$ cat src/rtl/ex_stage_unit.sv
`timescale 1ns/1ps
// ex_stage_unit
// Execute stage that sits between the ID/EX and EX/MEM pipeline registers.
// It takes the decoded ID/EX bundle, runs it through the ALU and loads the
// EX/MEM register. Single-cycle ops are add, sub, and, or, slt, sll and srl.
// MUL is a 16-step shift-add sequence that holds ID/EX through stallEx.
//
// Ports
//   clk, rst_n          clock; synchronous active-low reset
//   hit                 0 = memory miss, every register in this block holds
//   flush               1 = squash: EX/MEM loads a bubble, any MUL is dropped
//   nextinst            PC+1 of the instruction in ID/EX
//   regDst .. branch    ID/EX control bits
//   ALUOp, opCode       ALU operation select
//   readData1/2         operand A and the rs2 value
//   signExtend          sign-extended immediate
//   rt, rd              destination register candidates
//   stallEx             hold ID/EX this cycle (combinational)
//   aluResult, zero     EX/MEM result and its zero flag
//   branchTarget        EX/MEM nextinst + signExtend
//   writeData           EX/MEM store data (readData2)
//   writeReg            EX/MEM destination (regDst ? rd : rt)
//   *Out                EX/MEM control bits
module ex_stage_unit #(
  parameter int WIDTH  = 16,
  parameter int REGW   = 3,
  parameter int MULCYC = 16
) (
  input  logic             clk,
  input  logic             rst_n,
  input  logic             hit,
  input  logic             flush,
  input  logic [WIDTH-1:0] nextinst,
  input  logic             regDst,
  input  logic             ALUSrc,
  input  logic             memtoReg,
  input  logic             regWrite,
  input  logic             memRead,
  input  logic             memWrite,
  input  logic             branch,
  input  logic [1:0]       ALUOp,
  input  logic [2:0]       opCode,
  input  logic [WIDTH-1:0] readData1,
  input  logic [WIDTH-1:0] readData2,
  input  logic [WIDTH-1:0] signExtend,
  input  logic [REGW-1:0]  rt,
  input  logic [REGW-1:0]  rd,
  output logic             stallEx,
  output logic [WIDTH-1:0] aluResult,
  output logic             zero,
  output logic [WIDTH-1:0] branchTarget,
  output logic [WIDTH-1:0] writeData,
  output logic [REGW-1:0]  writeReg,
  output logic             memtoRegOut,
  output logic             regWriteOut,
  output logic             memReadOut,
  output logic             memWriteOut,
  output logic             branchOut
);

  localparam int CNTW = (MULCYC > 1) ? $clog2(MULCYC) : 1;
  localparam logic [CNTW-1:0] LAST = CNTW'(MULCYC - 1);

  typedef enum logic {IDLE, BUSY} state_t;

  // ctl order: {memtoReg, regWrite, memRead, memWrite, branch}
  typedef struct packed {
    logic [WIDTH-1:0] alu;
    logic [WIDTH-1:0] bt;
    logic [WIDTH-1:0] wd;
    logic [REGW-1:0]  wr;
    logic [4:0]       ctl;
  } exmem_t;

  state_t           state_q, state_d;
  logic [CNTW-1:0]  cnt_q, cnt_d;
  logic [WIDTH-1:0] acc_q, acc_d;
  logic [WIDTH-1:0] mcand_q, mcand_d;
  logic [WIDTH-1:0] mplier_q, mplier_d;
  logic [REGW-1:0]  mul_wr_q, mul_wr_d;
  logic [4:0]       mul_ctl_q, mul_ctl_d;
  exmem_t           exmem_q, exmem_d;

  logic [WIDTH-1:0] op_b;
  logic [WIDTH-1:0] alu_res;
  logic [WIDTH-1:0] acc_next;
  logic [REGW-1:0]  wr_sel;
  logic [4:0]       ctl_in;
  logic [3:0]       shamt;
  logic             lt;
  logic             is_mul;

  assign op_b   = ALUSrc ? signExtend : readData2;
  assign wr_sel = regDst ? rd : rt;
  assign ctl_in = {memtoReg, regWrite, memRead, memWrite, branch};
  assign shamt  = op_b[3:0];
  assign lt     = $signed(readData1) < $signed(op_b);
  // A MUL opcode only starts the sequencer when it actually writes a register.
  assign is_mul = ALUOp[1] & (opCode == 3'b110) & regWrite;

  // Single-cycle ALU. The mul opcode yields 0 here: it only reaches this path
  // when regWrite is clear, so the value is never consumed.
  always_comb begin
    // NOTE: every always_comb output gets a default first so no path can leave
    // it unassigned and infer a latch.
    alu_res = '0;
    if (ALUOp == 2'b00) begin
      alu_res = readData1 + op_b;
    end else if (ALUOp == 2'b01) begin
      alu_res = readData1 - op_b;
    end else begin
      case (opCode)
        3'b000:  alu_res = readData1 + op_b;
        3'b001:  alu_res = readData1 - op_b;
        3'b010:  alu_res = readData1 & op_b;
        3'b011:  alu_res = readData1 | op_b;
        3'b100:  alu_res = {{(WIDTH-1){1'b0}}, lt};
        3'b101:  alu_res = readData1 << shamt;
        3'b111:  alu_res = readData1 >> shamt;
        default: alu_res = '0;
      endcase
    end
  end

  // Partial product including the current multiplier bit; on the last step
  // this is the value that retires.
  assign acc_next = acc_q + (mplier_q[0] ? mcand_q : '0);

  always_comb begin
    state_d   = state_q;
    cnt_d     = cnt_q;
    acc_d     = acc_q;
    mcand_d   = mcand_q;
    mplier_d  = mplier_q;
    mul_wr_d  = mul_wr_q;
    mul_ctl_d = mul_ctl_q;
    exmem_d   = exmem_q;

    if (flush) begin
      exmem_d = '0;
      state_d = IDLE;
      cnt_d   = '0;
    end else if (hit) begin
      case (state_q)
        IDLE: begin
          if (is_mul) begin
            mcand_d   = readData1;
            mplier_d  = op_b;
            acc_d     = '0;
            cnt_d     = '0;
            mul_wr_d  = wr_sel;
            mul_ctl_d = ctl_in;
            exmem_d   = '0;
            state_d   = BUSY;
          end else begin
            exmem_d = '{alu: alu_res, bt: nextinst + signExtend,
                        wd: readData2, wr: wr_sel, ctl: ctl_in};
          end
        end
        BUSY: begin
          acc_d    = acc_next;
          mcand_d  = mcand_q << 1;
          mplier_d = mplier_q >> 1;
          cnt_d    = cnt_q + 1'b1;
          exmem_d  = '0;
          if (cnt_q == LAST) begin
            exmem_d = '{alu: acc_next, bt: '0, wd: '0,
                        wr: mul_wr_q, ctl: mul_ctl_q};
            cnt_d   = '0;
            state_d = IDLE;
          end
        end
        default: state_d = IDLE;
      endcase
    end
  end

  // NOTE: sequential state uses non-blocking assignments so every flop samples
  // pre-edge values regardless of block evaluation order.
  always_ff @(posedge clk) begin
    if (!rst_n) begin
      state_q   <= IDLE;
      cnt_q     <= '0;
      acc_q     <= '0;
      mcand_q   <= '0;
      mplier_q  <= '0;
      mul_wr_q  <= '0;
      mul_ctl_q <= '0;
      exmem_q   <= '0;
    end else begin
      state_q   <= state_d;
      cnt_q     <= cnt_d;
      acc_q     <= acc_d;
      mcand_q   <= mcand_d;
      mplier_q  <= mplier_d;
      mul_wr_q  <= mul_wr_d;
      mul_ctl_q <= mul_ctl_d;
      exmem_q   <= exmem_d;
    end
  end

  // Drops in the final MUL step so ID/EX advances on the edge the product retires.
  assign stallEx = ((state_q == IDLE) && is_mul) ||
                   ((state_q == BUSY) && (cnt_q != LAST));

  assign aluResult    = exmem_q.alu;
  assign zero         = (exmem_q.alu == '0);
  assign branchTarget = exmem_q.bt;
  assign writeData    = exmem_q.wd;
  assign writeReg     = exmem_q.wr;
  assign {memtoRegOut, regWriteOut, memReadOut, memWriteOut, branchOut} = exmem_q.ctl;

endmodule

$ cat config.mk
export PLATFORM = sky130hd
export DESIGN_NAME = ex_stage_unit
export DESIGN_NICKNAME = d
export VERILOG_FILES = /design/src/rtl/ex_stage_unit.sv
export SDC_FILE = /design/constraint.sdc
export NUM_CORES = 1
export LEC_CHECK = 0
export ABC_AREA = 1
export BUFFER_PORTS_ARGS = -buffer_cell sky130_fd_sc_hd__buf_2
export CAP_MARGIN = 20
export CORE_UTILIZATION = 30
export CTS_CLUSTER_DIAMETER = 80
export DETAILED_ROUTE_END_ITERATION = 12
export PLACE_DENSITY_LB_ADDON = 0.08
export SETUP_SLACK_MARGIN = 0.2
export SLEW_MARGIN = 20
export SYNTH_ARGS = -nofsm -noshare
export SYNTH_HDL_FRONTEND = slang
export SYNTH_SLANG_ARGS = --single-unit
$ cat constraint.sdc
create_clock -name clk -period 3.2 [get_ports clk]
set_input_delay 0.16 -clock clk [delete_from_list [all_inputs] [get_ports clk]]
set_output_delay 0.16 -clock clk [all_outputs]
set_load 0.01 [all_outputs]
Yosys cells after proc, flatten, opt, wreduce, memory -nomap -nowiden
Index checks and enable logic that the tools add are counted.
{"block": "classes", "muxes": 21, "n_eq_ne": 11, "n_addsub": 5, "shifts": 2, "bitwise": 7, "n_lt_le_gt_ge": 1, "n_reduce_logical": 10}
{"cell": "$mux 16", "n": 7}
{"cell": "$mux 56", "n": 2}
{"cell": "$pmux 16 s7", "n": 1}
{"cell": "$pmux 56 s2", "n": 1}
{"cell": "$pmux 16 s2", "n": 3}
{"cell": "$add 16x16->16", "n": 3}
{"cell": "$and 16x16->16", "n": 1}
{"cell": "$logic_not 16->1", "n": 1}
{"cell": "$lt 16x16->1", "n": 1}
{"cell": "$or 16x16->16", "n": 1}
{"cell": "$shl 16x4->16", "n": 1}
{"cell": "$shr 16x4->16", "n": 1}
{"cell": "$sub 16x16->16", "n": 1}
{"cell": "$eq 3x3->1 const B", "n": 4}
{"cell": "$mux 4", "n": 2}
{"cell": "$pmux 4 s2", "n": 1}
{"cell": "$eq 3x2->1 const B", "n": 2}
{"cell": "$add 4x1->4 const B", "n": 1}
{"cell": "$eq 4x4->1 const B", "n": 1}
{"cell": "$ne 4x4->1 const B", "n": 1}
{"cell": "$reduce_and 4->1", "n": 1}
{"cell": "$eq 3x1->1 const B", "n": 1}
{"cell": "$logic_not 3->1", "n": 1}
{"cell": "$mux 3", "n": 1}
{"cell": "other kinds (12)", "n": 17}
{"block": "word_totals", "elab_cells": 69, "out_inout_bits": 58, "in_bits": 86, "regBits": 117}

Depth between registers and ports, before layout
{"block": "logic_depth", "word_depth": 7, "depth_mapped": 20, "depth_no_buf": 18}

Worst setup path before layout
No wires, ideal clock.
{"block": "synth_path", "path_type": "input to register", "startpoint": "input ALUSrc", "endpoint": "register exmem_q, in the netlist aluResult[15]", "arrival_ns": 2.247, "n_path_buf": 3, "setup_slack_ns": 0.822, "setup_ns": 0.131, "cell_stages": 16, "t_required_ns": 3.069, "path_cell_list": "buf_6 clkbuf_1 o21ai_0 ha_1 clkbuf_2 a21oi_1 a21boi_0 nor2_1 nor2_1 nand3_1 nand3_1 nand2_1 nand2_1 nand2_1 nand2_1 a21oi_2"}
{"block": "synth_between", "elab_chain_cells": 7, "word_cells_on_any_way": 12, "classes_between": "add/sub: 2; shift: 2; mux: 6; bitwise: 2"}
{"item": "from (decl)", "line": "35", "source": "input logic ALUSrc,"}
{"item": "$mux 16 (*)", "line": "93", "source": "assign op_b = ALUSrc ? signExtend : readData2;"}
{"item": "$sub 16x16->16 (tied with other cells)", "line": "110, 114"}
{"item": "$pmux 16 s7", "line": "112", "source": "case (opCode)"}
{"item": "$mux 16", "line": "109", "source": "end else if (ALUOp == 2'b01) begin"}
{"item": "$mux 16 (*)", "line": "107", "source": "if (ALUOp == 2'b00) begin"}
{"item": "$mux 56 (*)", "line": "146", "source": "if (is_mul) begin"}
{"item": "$pmux 56 s2 (*)", "line": "144", "source": "case (state_q)"}
{"item": "to (signal assigned)", "line": "198", "source": "exmem_q <= exmem_d;"}
{"item": "to (decl)", "line": "82", "source": "exmem_t exmem_q, exmem_d;"}
Every way passes the cells marked *; elsewhere a longest branch is shown, timed or not.
A chain may end at the register's enable or synchronous reset.

Worst setup path in the final report
{"block": "layout_path", "startpoint": "input ALUSrc", "endpoint": "register exmem_q, in the netlist aluResult[4]"}
The elaborated chain is that of the path after synthesis.

==> qor.log <==
INFO  synthesis      synthesis.instances=1728
INFO  floorplan      rows=68
INFO  power_and_ir_drop vdd_ir_drop_max=406µV
INFO  clocking       cts_tree=yes
INFO  worst_setup_path crit_path_cell_trace=buf_2, buf_4, nand2_1, o21ai_4, inv_1, ha_1, a21oi_1, nand2_1, xor2_1, o21ai_0, nor2_1, nand4_1, nand2_1, nand2_1, nand2_1, a21oi_1
INFO  hold_path      hold_path_endpoint=writeData[10]
INFO  synthesis      synth-seq-area-share=22.0%
INFO  timing         worst_clock_skew=0.00570ns
INFO  synthesis      synthArstFlopShare=0%
INFO  clocking       tritoncts.num_buffers=17
INFO  worst_setup_path reg2reg_from=mplier_q[0]
INFO  clocking       worstSkewPairLatency=0.43ns
INFO  drt            drt_pre_antenna_iters=5
INFO  grt            grt_use_met1=36.4%
INFO  timing         post-route-period-util=89.5%
INFO  floorplan      ioPinCount=144
INFO  worst_setup_path cp_data_required_time=3.46ns
INFO  grt            gr-max-usage-layer=met2
INFO  synthesis      yosys.area.top_type_share=22.0%
INFO  floorplan      initial_utilization=30.6%
INFO  worst_setup_path critPathMostFrequentCell=sky130_fd_sc_hd__nand2_1
INFO  drt            wl_per_cell=20.4µm
INFO  clocking       postCtsSetupBuffers=0
INFO  timing         least_margin_pin_slew=0.961ns
INFO  timing         timing_hold_violations_final=0
INFO  power_and_ir_drop power.net_switching=1800µW
INFO  synthesis      ys_seq_elements=117
INFO  final_layout   final_core_utilization=36.4%
INFO  synthesis      netlist_top_cells_area=sky130_fd_sc_hd__dfxtp_1 22%, sky130_fd_sc_hd__nand2_1 15%, sky130_fd_sc_hd__ha_1 9.4%, sky130_fd_sc_hd__nand3_1 8.9%, sky130_fd_sc_hd__a21oi_1 8.6%
INFO  worst_setup_path crit_path_depth=16
INFO  synthesis      synth_flop_cell=sky130_fd_sc_hd__dfxtp_1
INFO  hold_path      min_path_type=input pin to register
INFO  timing         rsz0062_at_grt=true
INFO  final_layout   flow.area_growth_from_synthesis=18.9%
INFO  power_and_ir_drop power_density=399mW/mm²
INFO  synthesis      synthesis_warning_total=0
INFO  grt            grt_first_pass_wirelength=71600µm
INFO  clocking       cts_max_path_buffers=2
INFO  synthesis      post_synth_num_cell_types=53
INFO  power_and_ir_drop p_int=3250µW
INFO  worst_setup_path critical_path_peak_fanout=12
INFO  drt            drt_iter0_drc=1147
INFO  power_and_ir_drop seq_power_share=30.1%
INFO  power_and_ir_drop switching_share=35.6%
INFO  synthesis      nets_in_the_synthesized_netlist=1898
INFO  grt            via_count_of_the_first_global_routing_pass=11665
INFO  final_layout   final_layout_net_count=2049
INFO  timing         timing.final.max_slew_violations=0
INFO  worst_setup_path critical-path-max-stage-delay=0.44ns
INFO  grt            globalRouteTotalUtil=26.5%
INFO  drt            vias=12268
INFO  worst_setup_path critical_path.reg2reg.endpoint=aluResult[11]
INFO  power_and_ir_drop power_leakage=0.00613µW
INFO  worst_setup_path worstRegToRegCells=10
INFO  clocking       numClockSinks=117
INFO  floorplan      die_x=190µm
INFO  worst_setup_path worst_setup_path_start_kind=input pin
INFO  drt            route.detailed.vias_per_inst=5.23
INFO  floorplan      design.die.area=0.0362mm²
INFO  clocking       cts.root.buffer_cell=sky130_fd_sc_hd__clkbuf_16
INFO  final_layout   ratio_of_cells_with_drive_above_1_in_the_final_layout=15.1%
INFO  timing         holdWs=0.00934ns
INFO  hold_path      worstHoldStart=readData2[10]
INFO  synthesis      synth_largest_area_cell=sky130_fd_sc_hd__dfxtp_1
INFO  drt            finalWirelength=47800µm
INFO  floorplan      die_y=190µm
INFO  power_and_ir_drop clockPowerShare=39.3%
INFO  worst_setup_path worst_setup_path_end_kind=register
INFO  placement      placement.setup.worst_slack=-0.152ns
INFO  worst_setup_path timing.reg2reg.setup_slack=0.64ns
INFO  synthesis      synth_area=0.0106mm²
INFO  floorplan      core-area=0.0347mm²
INFO  placement      io_buffers=143
INFO  hold_path      min_delay_path_depth=3
INFO  synthesis      post_syn_area_per_cell=6.15µm²
INFO  clocking       htree_num_levels=4
INFO  grt            antenna_violations_before_repair=0
INFO  job            cap_viol_max_count=0
INFO  worst_setup_path crit_buf_inv=3
INFO  grt            grt_max_degree=60
INFO  worst_setup_path crit_path_top_delay_cell=sky130_fd_sc_hd__ha_1
INFO  placement      place_hpwl=38300µm
INFO  synthesis      synth_edf_count=0
INFO  timing         final.min_clock_period=2.87ns
INFO  timing         finalWorstSetupSlack=0.335ns
INFO  worst_setup_path gate_family_responsible_for_the_most_delay_along_the_worst_path=simple AND/OR/NAND/NOR gates
INFO  drt            drt.antenna.violating_nets=0
INFO  status         run_status=complete, no violations
INFO  placement      gpl.final_weighted_congestion=0.995
INFO  final_layout   num_antenna_cells=0
INFO  drt            drt_drc_violations_left=0
INFO  grt            gr-total-overflow=0
INFO  timing         clock.fmax=0.349GHz
INFO  power_and_ir_drop combPwrFrac=30.6%
INFO  timing         slew_headroom=35.3%
INFO  placement      placedCellCount=2304
INFO  worst_setup_path cp.arrival=3.13ns
INFO  worst_setup_path critPathKind=input pin to register
INFO  clocking       clock_pin_transition_on_the_worst_setup_and_hold_timing_paths=0.06ns
INFO  final_layout   non_filler_instance_count_after_layout=2347
INFO  grt            globalRouteMet2Util=41.8%
INFO  grt            met3_usage=4.29%
INFO  timing         setup_viol_count_final=0
## synth_stat cells (4+ instances only)
cell type,count
sky130_fd_sc_hd__nand2_1,433
sky130_fd_sc_hd__nand3_1,190
sky130_fd_sc_hd__a21oi_1,182
sky130_fd_sc_hd__inv_1,163
sky130_fd_sc_hd__nor2_1,147
sky130_fd_sc_hd__dfxtp_1,117
sky130_fd_sc_hd__o21ai_0,116
sky130_fd_sc_hd__ha_1,80
sky130_fd_sc_hd__clkbuf_1,34
sky130_fd_sc_hd__a31oi_1,31
sky130_fd_sc_hd__buf_2,22
sky130_fd_sc_hd__nand4_1,19
sky130_fd_sc_hd__nor3_1,18
sky130_fd_sc_hd__xor2_1,14
sky130_fd_sc_hd__o211ai_1,13
sky130_fd_sc_hd__or2_2,13
sky130_fd_sc_hd__o21bai_1,10
sky130_fd_sc_hd__buf_6,9
sky130_fd_sc_hd__a22oi_1,7
sky130_fd_sc_hd__buf_4,7
sky130_fd_sc_hd__inv_2,7
sky130_fd_sc_hd__nand2_2,7
sky130_fd_sc_hd__nand3_2,7
sky130_fd_sc_hd__clkinv_1,6
sky130_fd_sc_hd__o21ai_1,6
sky130_fd_sc_hd__a21boi_0,5
sky130_fd_sc_hd__a21oi_2,5
sky130_fd_sc_hd__nand3b_1,5
sky130_fd_sc_hd__nor4_1,5
sky130_fd_sc_hd__a21o_1,4
sky130_fd_sc_hd__fa_1,4
sky130_fd_sc_hd__nand2_4,4
sky130_fd_sc_hd__nor2_4,4
sky130_fd_sc_hd__xnor2_1,4
## metrics by stage
step | total power [µW] | TNS (ns) | instance area, µm²
after floorplan | 2480 | 0 | 10600
after global placement | 3070 | -0.142 | 11900
after detailed placement | 3050 | -0.152 | 11900
after CTS | 5050 | 0 | 12600
after global routing | 5290 | 0 | 12600
final | 5040 | 0 | 12600
## tightest hold or removal path: stages
cell and delay, ns:
sky130_fd_sc_hd__buf_2 0.11, sky130_fd_sc_hd__nand2_1 0.06, sky130_fd_sc_hd__a21oi_1 0.05
## logic make-up after synthesis
family	synth area share (%)
compound gates	20.4
mux	0.318
flops	22.0
fa+ha+maj	10.2
simple gates	35.6
buf+inv	9.98
xor+xnor	1.48
## area by class of cell
type	instances	area (µm²)
Clock buffer	23	468
Clock inverter	9	126
Fill cell	3906	22100
Inverter	176	661
Multi-Input combinational cell	1361	7240
Sequential cell	117	2340
Tap cell	455	569
Timing Repair Buffer	206	1240
## worst max path at each step
stage	end	slack (ns)	startpoint
after detailed placement	aluResult[4]	-0.15	ALUSrc
final	aluResult[4]	0.33	ALUSrc
after CTS	aluResult[4]	0.28	ALUSrc
after global placement	aluResult[4]	-0.14	ALUSrc
after global routing	aluResult[14]	0.19	readData2[5]
after floorplan	aluResult[15]	0.82	ALUSrc
## registers in the layout, indices dropped and copies added, names as in the netlist
register / count
branchOut: 1
memReadOut: 1
branchTarget: 16
mul_wr_q: 3
mcand_q: 16
acc_q: 16
writeData: 16
mplier_q: 16
regWriteOut: 1
writeReg: 3
mul_ctl_q: 5
aluResult: 16
memWriteOut: 1
memtoRegOut: 1
state_q: 1
cnt_q: 4
## routing by layer
layer / routed length [µm] / vias to the layer above
met3: 2730 / 57
met5: 0 / -
li1: - / 6101
met4: 1420 / 0
met2: 21300 / 401
met1: 22300 / 5709
## power groups by stage
stage | sequential, µW | combinational [µW] | clock (µW)
floorplan | 1560 | 922 | 0
global placement | 1550 | 1520 | 0
detailed placement | 1550 | 1500 | 0
CTS | 1520 | 1520 | 2010
global route | 1520 | 1690 | 2080
finish | 1520 | 1540 | 1980
## cells in the final DEF, fill, tap and decap left out, types with 7 or more instances in the layout
master	count
sky130_fd_sc_hd__a21oi_1	182
sky130_fd_sc_hd__a22oi_1	7
sky130_fd_sc_hd__a31oi_1	31
sky130_fd_sc_hd__buf_2	143
sky130_fd_sc_hd__buf_4	50
sky130_fd_sc_hd__clkbuf_16	17
sky130_fd_sc_hd__dfxtp_1	115
sky130_fd_sc_hd__dlygate4sd3_1	11
sky130_fd_sc_hd__ha_1	80
sky130_fd_sc_hd__inv_1	162
sky130_fd_sc_hd__inv_2	9
sky130_fd_sc_hd__nand2_1	433
sky130_fd_sc_hd__nand2_2	7
sky130_fd_sc_hd__nand3_1	190
sky130_fd_sc_hd__nand3_2	7
sky130_fd_sc_hd__nand4_1	19
sky130_fd_sc_hd__nor2_1	147
sky130_fd_sc_hd__nor3_1	18
sky130_fd_sc_hd__o211ai_1	13
sky130_fd_sc_hd__o21ai_0	115
sky130_fd_sc_hd__o21ai_1	7
sky130_fd_sc_hd__o21bai_1	10
sky130_fd_sc_hd__or2_2	13
sky130_fd_sc_hd__xor2_1	14
## what timing repair did
item                                    4_1_cts  5_1_grt
hold endpoints to repair                     13        0
endpoints found under the setup margin        0       11
hold buffers                                 11        0
resized for setup                             0        3
(Power assumes the default switching activity.)
